$ cat config.mk
export PLATFORM = sky130hd
export DESIGN_NAME = flop_pipe_chain
export DESIGN_NICKNAME = d
export VERILOG_FILES = /design/src/rtl/flop_pkg.sv /design/src/rtl/edge_sync_detect.sv /design/src/rtl/flop_pipe_chain.sv
export SDC_FILE = /design/constraint.sdc
export NUM_CORES = 1
export LEC_CHECK = 0
export BUFFER_PORTS_ARGS = -buffer_cell sky130_fd_sc_hd__buf_2
export CORE_ASPECT_RATIO = 1.2
export CORE_UTILIZATION = 35
export DETAILED_ROUTE_END_ITERATION = 6
export GPL_TIMING_DRIVEN = 0
export MAX_ROUTING_LAYER = met4
export PLACE_DENSITY = 0.64
export SYNTH_ARGS = -nofsm -noshare
export SYNTH_HDL_FRONTEND = slang
export SYNTH_SLANG_ARGS = --single-unit
$ cat constraint.sdc
create_clock -name clk -period 2.9 [get_ports clk]
set_input_delay 0.29 -clock clk [delete_from_list [all_inputs] [get_ports clk]]
set_output_delay 0.29 -clock clk [all_outputs]
set_load 0.01 [all_outputs]
$ cat src/rtl/flop_pkg.sv
// Shared types and limits for the flop pipe chain.
// Provides the edge pacing enum and parameter bounds.
package flop_pkg;

  typedef enum logic [1:0] {
    EDGE_NONE,
    EDGE_RISE,
    EDGE_FALL,
    EDGE_BOTH
  } edge_mode_e;

  localparam int MAX_DEPTH = 64;
  localparam int MAX_SYNC  = 4;

endpackage

$ cat src/rtl/edge_sync_detect.sv
// Synchronises evt_src into clk, then decodes edges into a pulse.
// Ports: clk, reset_n, evt_src (async in), evt (1-cycle pulse out).
module edge_sync_detect
  import flop_pkg::*;
#(
  parameter int         SYNC_STAGES = 2,
  parameter edge_mode_e MODE        = EDGE_RISE
) (
  input  logic clk,
  input  logic reset_n,
  input  logic evt_src,
  output logic evt
);

  logic [SYNC_STAGES-1:0] sync_q;
  logic [SYNC_STAGES-1:0] sync_d;
  logic                   dly_q;
  logic                   dly_d;
  logic                   s;

  assign s = sync_q[SYNC_STAGES-1];

  always_comb begin
    sync_d = {sync_q[SYNC_STAGES-2:0], evt_src};
    dly_d  = s;
  end

  always_ff @(posedge clk or negedge reset_n) begin
    if (!reset_n) begin
      sync_q <= '0;
      dly_q  <= 1'b0;
    end else begin
      sync_q <= sync_d;
      dly_q  <= dly_d;
    end
  end

  always_comb begin
    evt = 1'b0;
    case (MODE)
      EDGE_RISE: evt = s & ~dly_q;
      EDGE_FALL: evt = ~s & dly_q;
      EDGE_BOTH: evt = s ^ dly_q;
      default:   evt = 1'b0;
    endcase
  end

endmodule

$ cat src/rtl/flop_pipe_chain.sv
// DEPTH-stage valid/data pipeline with stall, flush and occupancy count.
// Ports: clk, reset_n, evt_src, in_valid/in_data, stall, flush -> adv, out_valid/out_data, count.
module flop_pipe_chain
  import flop_pkg::*;
#(
  parameter int WIDTH       = 32,
  parameter int DEPTH       = 2,
  parameter int EDGE_MODE   = 0,
  parameter int SYNC_STAGES = 2
) (
  input  logic                       clk,
  input  logic                       reset_n,
  input  logic                       evt_src,
  input  logic                       in_valid,
  input  logic [WIDTH-1:0]           in_data,
  input  logic                       stall,
  input  logic                       flush,
  output logic                       adv,
  output logic                       out_valid,
  output logic [WIDTH-1:0]           out_data,
  output logic [$clog2(DEPTH+1)-1:0] count
);

  localparam int         CW   = $clog2(DEPTH + 1);
  localparam edge_mode_e MODE = edge_mode_e'(EDGE_MODE[1:0]);

  if (DEPTH < 1 || DEPTH > MAX_DEPTH) begin : g_bad_depth
    $error("flop_pipe_chain: DEPTH out of range");
  end
  if (SYNC_STAGES < 2 || SYNC_STAGES > MAX_SYNC) begin : g_bad_sync
    $error("flop_pipe_chain: SYNC_STAGES out of range");
  end
  if (EDGE_MODE < 0 || EDGE_MODE > 3) begin : g_bad_mode
    $error("flop_pipe_chain: EDGE_MODE out of range");
  end

  logic evt;

  if (MODE == EDGE_NONE) begin : g_free_run
    logic unused_evt_src;
    assign unused_evt_src = evt_src;
    assign evt = 1'b1;
  end else begin : g_edge
    edge_sync_detect #(
      .SYNC_STAGES (SYNC_STAGES),
      .MODE        (MODE)
    ) u_edge (
      .clk     (clk),
      .reset_n (reset_n),
      .evt_src (evt_src),
      .evt     (evt)
    );
  end

  logic [DEPTH-1:0] valid_q;
  logic [DEPTH-1:0] valid_d;
  logic [WIDTH-1:0] data_q [DEPTH];
  logic [WIDTH-1:0] data_d [DEPTH];
  logic [CW-1:0]    count_q;
  logic [CW-1:0]    count_d;

  // Flush and stall swallow the event outright; nothing is queued.
  assign adv = evt & ~stall & ~flush;

  always_comb begin
    valid_d = valid_q;
    data_d  = data_q;
    count_d = count_q;
    if (flush) begin
      valid_d = '0;
      for (int i = 0; i < DEPTH; i++) begin
        data_d[i] = '0;
      end
      count_d = '0;
    end else if (adv) begin
      for (int i = DEPTH - 1; i > 0; i--) begin
        valid_d[i] = valid_q[i-1];
        data_d[i]  = data_q[i-1];
      end
      valid_d[0] = in_valid;
      data_d[0]  = in_valid ? in_data : '0;
      count_d    = count_q + CW'(in_valid)
                 - CW'(valid_q[DEPTH-1]);
    end
  end

  always_ff @(posedge clk or negedge reset_n) begin
    if (!reset_n) begin
      valid_q <= '0;
      for (int i = 0; i < DEPTH; i++) begin
        data_q[i] <= '0;
      end
      count_q <= '0;
    end else begin
      valid_q <= valid_d;
      data_q  <= data_d;
      count_q <= count_d;
    end
  end

  assign out_valid = valid_q[DEPTH-1];
  assign out_data  = data_q[DEPTH-1];
  assign count     = count_q;

  a_count_pop : assert property (
    @(posedge clk) disable iff (!reset_n)
    count_q == CW'($countones(valid_q))
  );

endmodule

Word level (Yosys, flattened, before mapping). Cells that the tools add are included.

Bits in registers: 68. Latch bits: 0. Bits in writable memories: 0. Bits in read-only memories: 0. Output and inout port bits: 36. Logic and storage cells: 17. Memories: 0.

Add/subtract/negate cells: 2. $mul: 0. Div/mod/pow operators: 0. $lt $le $gt $ge: 0. Equality and inequality tests: 0. Shifts and indexed selects: 0. Mux-type cells: 7. Bitwise operators: 3. Reduce and logical (&&, ||, !) cells: 1.

Operators by type and width (number): $mux W64 (2); $mux W32 (1); $mux W2 (4); $add A2 B1 Y2 (1); $not A1 Y1 (2); $reduce_bool A2 Y1 (1); $sub A2 B1 Y2 (1); $and A1 B1 Y1 (1).

Logic depth before layout (Yosys ltp). Gate-level depths: netlist of the first run.

Depth in word-level cells: 4. Mapped depth: 7.

Worst setup path before layout of the first run. OpenSTA, ideal clock, no wires.

Kind: reg2reg. Start: reg count_q[0] (netlist: count[0]). End: reg count_q[1] (netlist: count[1]). Library setup time: 77 ps. Arrival time: 1443 ps. Setup slack: 1380 ps. Cell stages (with the launch flop): 8. Buffers on the path: 0. Path through: dfrtp_1 inv_1 ha_1 inv_1 ha_1 xnor2_1 or3_1 a21oi_1.

Cells in the longest elaborated chain, start to end: 4.

RTL lines: start: declaration (RTL line flop_pipe_chain.sv:59) `logic [CW-1:0] count_q;`; start signal: assignment (RTL line flop_pipe_chain.sv:97) `count_q <= count_d;`; $add A2 B1 Y2 (RTL line flop_pipe_chain.sv:82) `count_d = count_q + CW'(in_valid)`; $sub A2 B1 Y2 (RTL line flop_pipe_chain.sv:83) `- CW'(valid_q[DEPTH-1]);`; $mux W2 (RTL line flop_pipe_chain.sv:75) `end else if (adv) begin`; $mux W2 (RTL line flop_pipe_chain.sv:69) `if (flush) begin`.

Every way passes these cells. The select of a mux whose other input is x is not followed. A chain may end at the register's enable or synchronous reset.

Worst setup path after layout of the first run.
Start: reg valid_q[1]. End: reg count_q[1] (netlist: count[1]).

Cells in the longest elaborated chain, start to end: 3.

RTL lines: start: declaration (RTL line flop_pipe_chain.sv:55) `logic [DEPTH-1:0] valid_q;`; start signal: assignment (RTL line flop_pipe_chain.sv:95) `valid_q <= valid_d;`; $sub A2 B1 Y2 (RTL line flop_pipe_chain.sv:83); $mux W2 (RTL line flop_pipe_chain.sv:75); $mux W2 (RTL line flop_pipe_chain.sv:69).

Every way passes these cells. The select of a mux whose other input is x is not followed.

==> results of run 1 <==
## flip-flops by register name, indices dropped and copies added (netlist names)
| signal | cells |
|---|---|
| out_data | 32 |
| data_q | 32 |
| count | 2 |
| valid_q | 2 |
## cells in the final DEF (no fill, tap or decap), drive strengths merged
master | synthesis | routed
clkinvlp | 0 | 2
nor2b | 1 | 1
buf | 46 | 116
ha | 2 | 2
clkbuf | 8 | 18
or3 | 1 | 1
nor2 | 38 | 38
a22oi | 2 | 2
mux2i | 34 | 34
xnor2 | 1 | 1
a21oi | 32 | 32
nand3b | 30 | 30
dfrtp | 68 | 68
nand2 | 30 | 30
o21ai | 1 | 1
bufinv | 0 | 4
inv | 2 | 2
## cell type report
cell class                      instances  area [um2]  area share
Tap cell                              117         146      0.0376
Multi-Input combinational cell        172        1050       0.269
Clock buffer                           10         138      0.0354
Sequential cell                        68        1700       0.437
Inverter                                2        7.51     0.00193
Timing Repair Buffer                   70         353      0.0907
Buffer                                 54         362      0.0930
Clock inverter                          6         135      0.0347
## worst reg2reg max path, delay by kind of cell, from the launching register on
kind	cells	cell delay, ns
DFF	1	0.42
adders and majority gates	2	0.47
xor gates and xnor gates	1	0.13
AOI/OAI and AO/OA	1	0.14
buffers and inverters	1	0.04
and+or+nand+nor	1	0.30
## logic make-up (layout without fill, tap and decap cells)
logic type	after synthesis	count (layout)	share of synthesized area
AO/OA/AOI/OAI	35	35	0.0578
XOR/XNOR	1	1	0.00281
adder cells (fa/ha/maj)	2	2	0.00802
buffers and inverters	56	142	0.118
flip-flops	68	68	0.546
multiplexers	34	34	0.109
AND/OR/NAND/NOR	100	100	0.158
## layer usage
layer	track usage	routed length [um]
met5	-	0
met4	0.0622	105
met3	0.0352	339
met2	0.248	3190
met1	0.192	2790
## worst max path at each step
| stage | startpoint | end | slack, ns |
|---|---|---|---|
| 2_1_floorplan | count[0]$_DFFE_PN0P_ | count[1]$_DFFE_PN0P_ | 1.38 |
| 3_3_place_gp | reset_n | out_data[6]$_DFFE_PN0P_ | 1.23 |
| 3_5_place_dp | valid_q[1]$_DFFE_PN0P_ | count[1]$_DFFE_PN0P_ | 1.34 |
| 4_1_cts | valid_q[1]$_DFFE_PN0P_ | count[1]$_DFFE_PN0P_ | 1.32 |
| 5_1_grt | valid_q[1]$_DFFE_PN0P_ | count[1]$_DFFE_PN0P_ | 1.24 |
| 6_report | valid_q[1]$_DFFE_PN0P_ | count[1]$_DFFE_PN0P_ | 1.34 |
## where the power goes
| group | switching (mW) | internal, mW |
|---|---|---|
| registers | 0.0152 | 0.976 |
| logic | 0.111 | 0.0856 |
| clock network | 0.356 | 0.682 |
==> results.cfg, run 1 <==
[run_status]
status = completed

[die]
start_util = 0.362
die_area_um2 = 9290
core_area_um2 = 8610
die_h_um = 105
pin_count = 74
die_w_um = 88.2
num_rows = 37

[synthesis]
synth_common_cells = dfrtp_1, nor2_1, buf_4
synth_most_common_cell = dfrtp_1
netlist_area_um2 = 3120
ys_top_cells_by_area = dfrtp_1, mux2i_1, buf_4
synthFlopType = dfrtp_1
ys_seq_area_frac = 0.546
synth_edf_count = 0
postSynthCellCount = 296
yosys.area.top_type_share = 0.546
syn_nets = 336
avgSynthCellArea_um2 = 10.5
ys_ff_latch = 68
synthArstFlopShare = 1.00
ys_warn_count = 0
synth_cell_type_count = 18
yosysTopAreaCell = dfrtp_1

[clock_tree]
cts.sinks = 68
cts_resized = 0
htreeDepth = 3
cts_buffers = 9
cts_setup_buffers = 0
cts.clk_slew.worst_paths_ns = 0.08
cts-root-buf = clkbuf_8
cts_hold_buf = 0
clock_path_buffers = 2
clk_latency_ns = 0.34
cts_tree = yes

[routing]
drcViolationCount = 0
first_pass_iters = 5
avgRoutedWirePerCell_um = 12.9
drt_iter0_markers = 94
wl_um = 6420
viasPerCell = 4.49
vias = 2241
postRouteAntennaNets = 0

[global_route]
grt_usage = 0.156
grt_pass1_wl_um = 10700
grt_pass1_vias = 2249
antenna_found_initial = 0
grt_max_degree = 69
overflow = 0

[worst_hold_path]
hold_class = input port to asynchronous set/reset pin

[critical_path]
critPathTopFamily = adder cells
path_cells = ha_1, inv_1, ha_1, xnor2_1, or3_1, a21oi_1
crit_top_cell = ha_1
worst_ep_required_time_ns = 3.16
r2r-start = valid_q[1]$_DFFE_PN0P_
max_stage_delay_ns = 0.42
crit_buf_inv = 1
crit_cells = 6
slowest_stage = dfrtp_1
worstPathArrival_ns = 1.82
crit_type = register to register
endpoint_kind = register
rr_endpoint = count[1]$_DFFE_PN0P_
reg2regPathDepth = 6
rrSetupSlack_ns = 1.34
cp_max_fo = 3
start_kind = register

[finish]
final_util = 0.452
fin_area_um2 = 3890
nets = 417
drive_gt1_frac = 0.343
fillCellCount = 881
antenna_cells = 0
syn_to_final_growth_pct = 24.8
finalNonFillerCells = 499

[timing]
finalCritPeriodShare = 0.539
timing.fmax_mhz = 639
rsz0062_at_grt = no
slew_headroom = 0.437
period_minus_slack_ns = 1.56
hold_slack_ns = 0.0559
finalClockSkew_ns = 0.00888
drv_slew = 0
hold_viol = 0
setup_violations = 0
setup_slack_ns = 1.34
fin_tns_setup_ns = 0
worstMarginPinSlew_ns = 0.844

[place]
io_buffer_count = 70
dp_slack_ns = 1.34
gp_congestion = 0.745
dp.cells = 483
post_dp_cell_area_um2 = 3620
dp.final_hpwl_um = 4620

[power]
pwr_density_cell_nw_per_um2 = 572
power_mw = 2.22
p_leak_nw = 2.03
ir_drop_uv = 209

[job]
cap_violations = 0
Note: power is estimated with default switching activity, not from simulation.
==> run 2: changes to the inputs <==
clock period = 1.5 ns   (was 2.9 ns; I/O delays follow)
==> results.cfg, run 2 (synthesis results as in run 1) <==
[routing]
vias = 2247
viasPerCell = 4.49
drt_iter0_markers = 76
first_pass_iters = 4
wl_um = 6580
avgRoutedWirePerCell_um = 13.1
postRouteAntennaNets = 0
drcViolationCount = 0

[timing]
hold_viol = 0
setup_slack_ns = -0.00469
worstMarginPinSlew_ns = 0.854
setup_violations = 1
finalCritPeriodShare = 1.00
finalClockSkew_ns = 0.00716
fin_tns_setup_ns = -0.00469
period_minus_slack_ns = 1.50
timing.fmax_mhz = 665
drv_slew = 0
slew_headroom = 0.430
rsz0062_at_grt = yes

[place]
dp.final_hpwl_um = 4600
dp.cells = 483
io_buffer_count = 70
gp_congestion = 0.741

[critical_path]
reg2regPathDepth = 7
r2r-start = count[0]$_DFFE_PN0P_
rrSetupSlack_ns = -0.005
worstPathArrival_ns = 1.78
worst_ep_required_time_ns = 1.77
endpoint_kind = register
crit_type = register to register
start_kind = register
rr_endpoint = count[1]$_DFFE_PN0P_
cp_max_fo = 2

[worst_hold_path]
hold_class = input port to register
holdPathEnd = data_q[63]$_DFFE_PN0P_
whs_path_depth = 3
min_from = in_data[31]

[clock_tree]
htreeDepth = 3
cts_tree = yes
cts_buffers = 9
cts.sinks = 68
cts.clk_slew.worst_paths_ns = 0.07
clk_latency_ns = 0.34
clock_path_buffers = 2
cts-root-buf = clkbuf_8

[power]
pwr_density_cell_nw_per_um2 = 987
p_leak_nw = 2.02
ir_drop_uv = 480

[finish]
antenna_cells = 0
finalNonFillerCells = 501
final_util = 0.447
drive_gt1_frac = 0.346
multi_input_area_um2 = 1050
nets = 421
most-common-layout-cells = buf_2, dfrtp_1, buf_4
fillCellCount = 890
final_common_cell = buf_2
final-seq-area_um2 = 1700
syn_to_final_growth_pct = 23.4

[global_route]
grt_max_degree = 69
grt_usage = 0.163
antenna_found_initial = 0
grt_pass1_wl_um = 11000
overflow = 0
grt_pass1_vias = 2320

[die]
core_area_um2 = 8610
start_util = 0.362
die_h_um = 105
die_w_um = 88.2
num_rows = 37
die_area_um2 = 9290
pin_count = 74

[run_status]
status = finished, violations left
violations = setup timing

[job]
cap_violations = 0
-- run 2: layout make-up --
type / instances / area share
Sequential cell: 68 / 0.442
Multi-Input combinational cell: 172 / 0.274
Timing Repair Buffer: 74 / 0.100
Buffer: 54 / 0.0940
Clock buffer: 12 / 0.0403
Tap cell: 117 / 0.0381
Clock inverter: 2 / 0.00911
Inverter: 2 / 0.00195
-- run 2: per-stage QoR --
| step | worst slack, ns | hold slack (ns) | total power, mW | cell area (um2) |
|---|---|---|---|---|
| final | -0.00469 | 0.0569 | 3.80 | 3850 |
| after detailed placement | -0.0356 | 0.319 | 2.34 | 3620 |
| after floorplan | 0.0155 | -0.146 | 2.17 | 3120 |
| after global placement | -0.0323 | 0.395 | 2.33 | 3620 |
| after CTS | -0.00322 | 0.0497 | 3.84 | 3840 |
| after global routing | -0.128 | 0.0622 | 3.98 | 3850 |
-- run 2: worst max-delay path: stages (launching register included) --
cell and delay, ns:
dfrtp_1 0.35, inv_1 0.05, ha_1 0.26, inv_1 0.04, ha_2 0.16, xnor2_1 0.12
or3_1 0.33, a21oi_2 0.14
-- run 2: what timing repair did --
action,4_1_cts,5_1_grt
endpoints found under the hold margin,68,0
resized for setup,1,0
setup buffers,2,1
setup endpoints to repair,1,1
hold buffers,1,0
-- run 2: metal layers --
layer / GRT usage / vias to the layer above / wire, um
li1: - / 1117 / -
met1: 0.205 / 1072 / 2970
met2: 0.248 / 49 / 3220
met3: 0.0415 / 9 / 296
met4: 0.0668 / 0 / 88
met5: - / - / 0
-- run 2: power by group --
part,internal (mW),switching [mW]
sequential,1.89,0.0293
combinational,0.175,0.219
clock,0.838,0.647
total,2.90,0.895
-- run 2: how the worst max path moves through the flow --
stage                      startpoint                      end  slack (ns)  cells past startpoint
2_1_floorplan    count[0]$_DFFE_PN0P_     count[1]$_DFFE_PN0P_        0.02                      7
3_5_place_dp   valid_q[1]$_DFFE_PN0P_     count[1]$_DFFE_PN0P_       -0.04                      6
6_report         count[0]$_DFFE_PN0P_     count[1]$_DFFE_PN0P_      -0.005                      7
3_3_place_gp                  reset_n  out_data[7]$_DFFE_PN0P_       -0.03                      1
4_1_cts        valid_q[1]$_DFFE_PN0P_     count[1]$_DFFE_PN0P_      -0.003                      6
5_1_grt          count[0]$_DFFE_PN0P_     count[1]$_DFFE_PN0P_       -0.13                      7
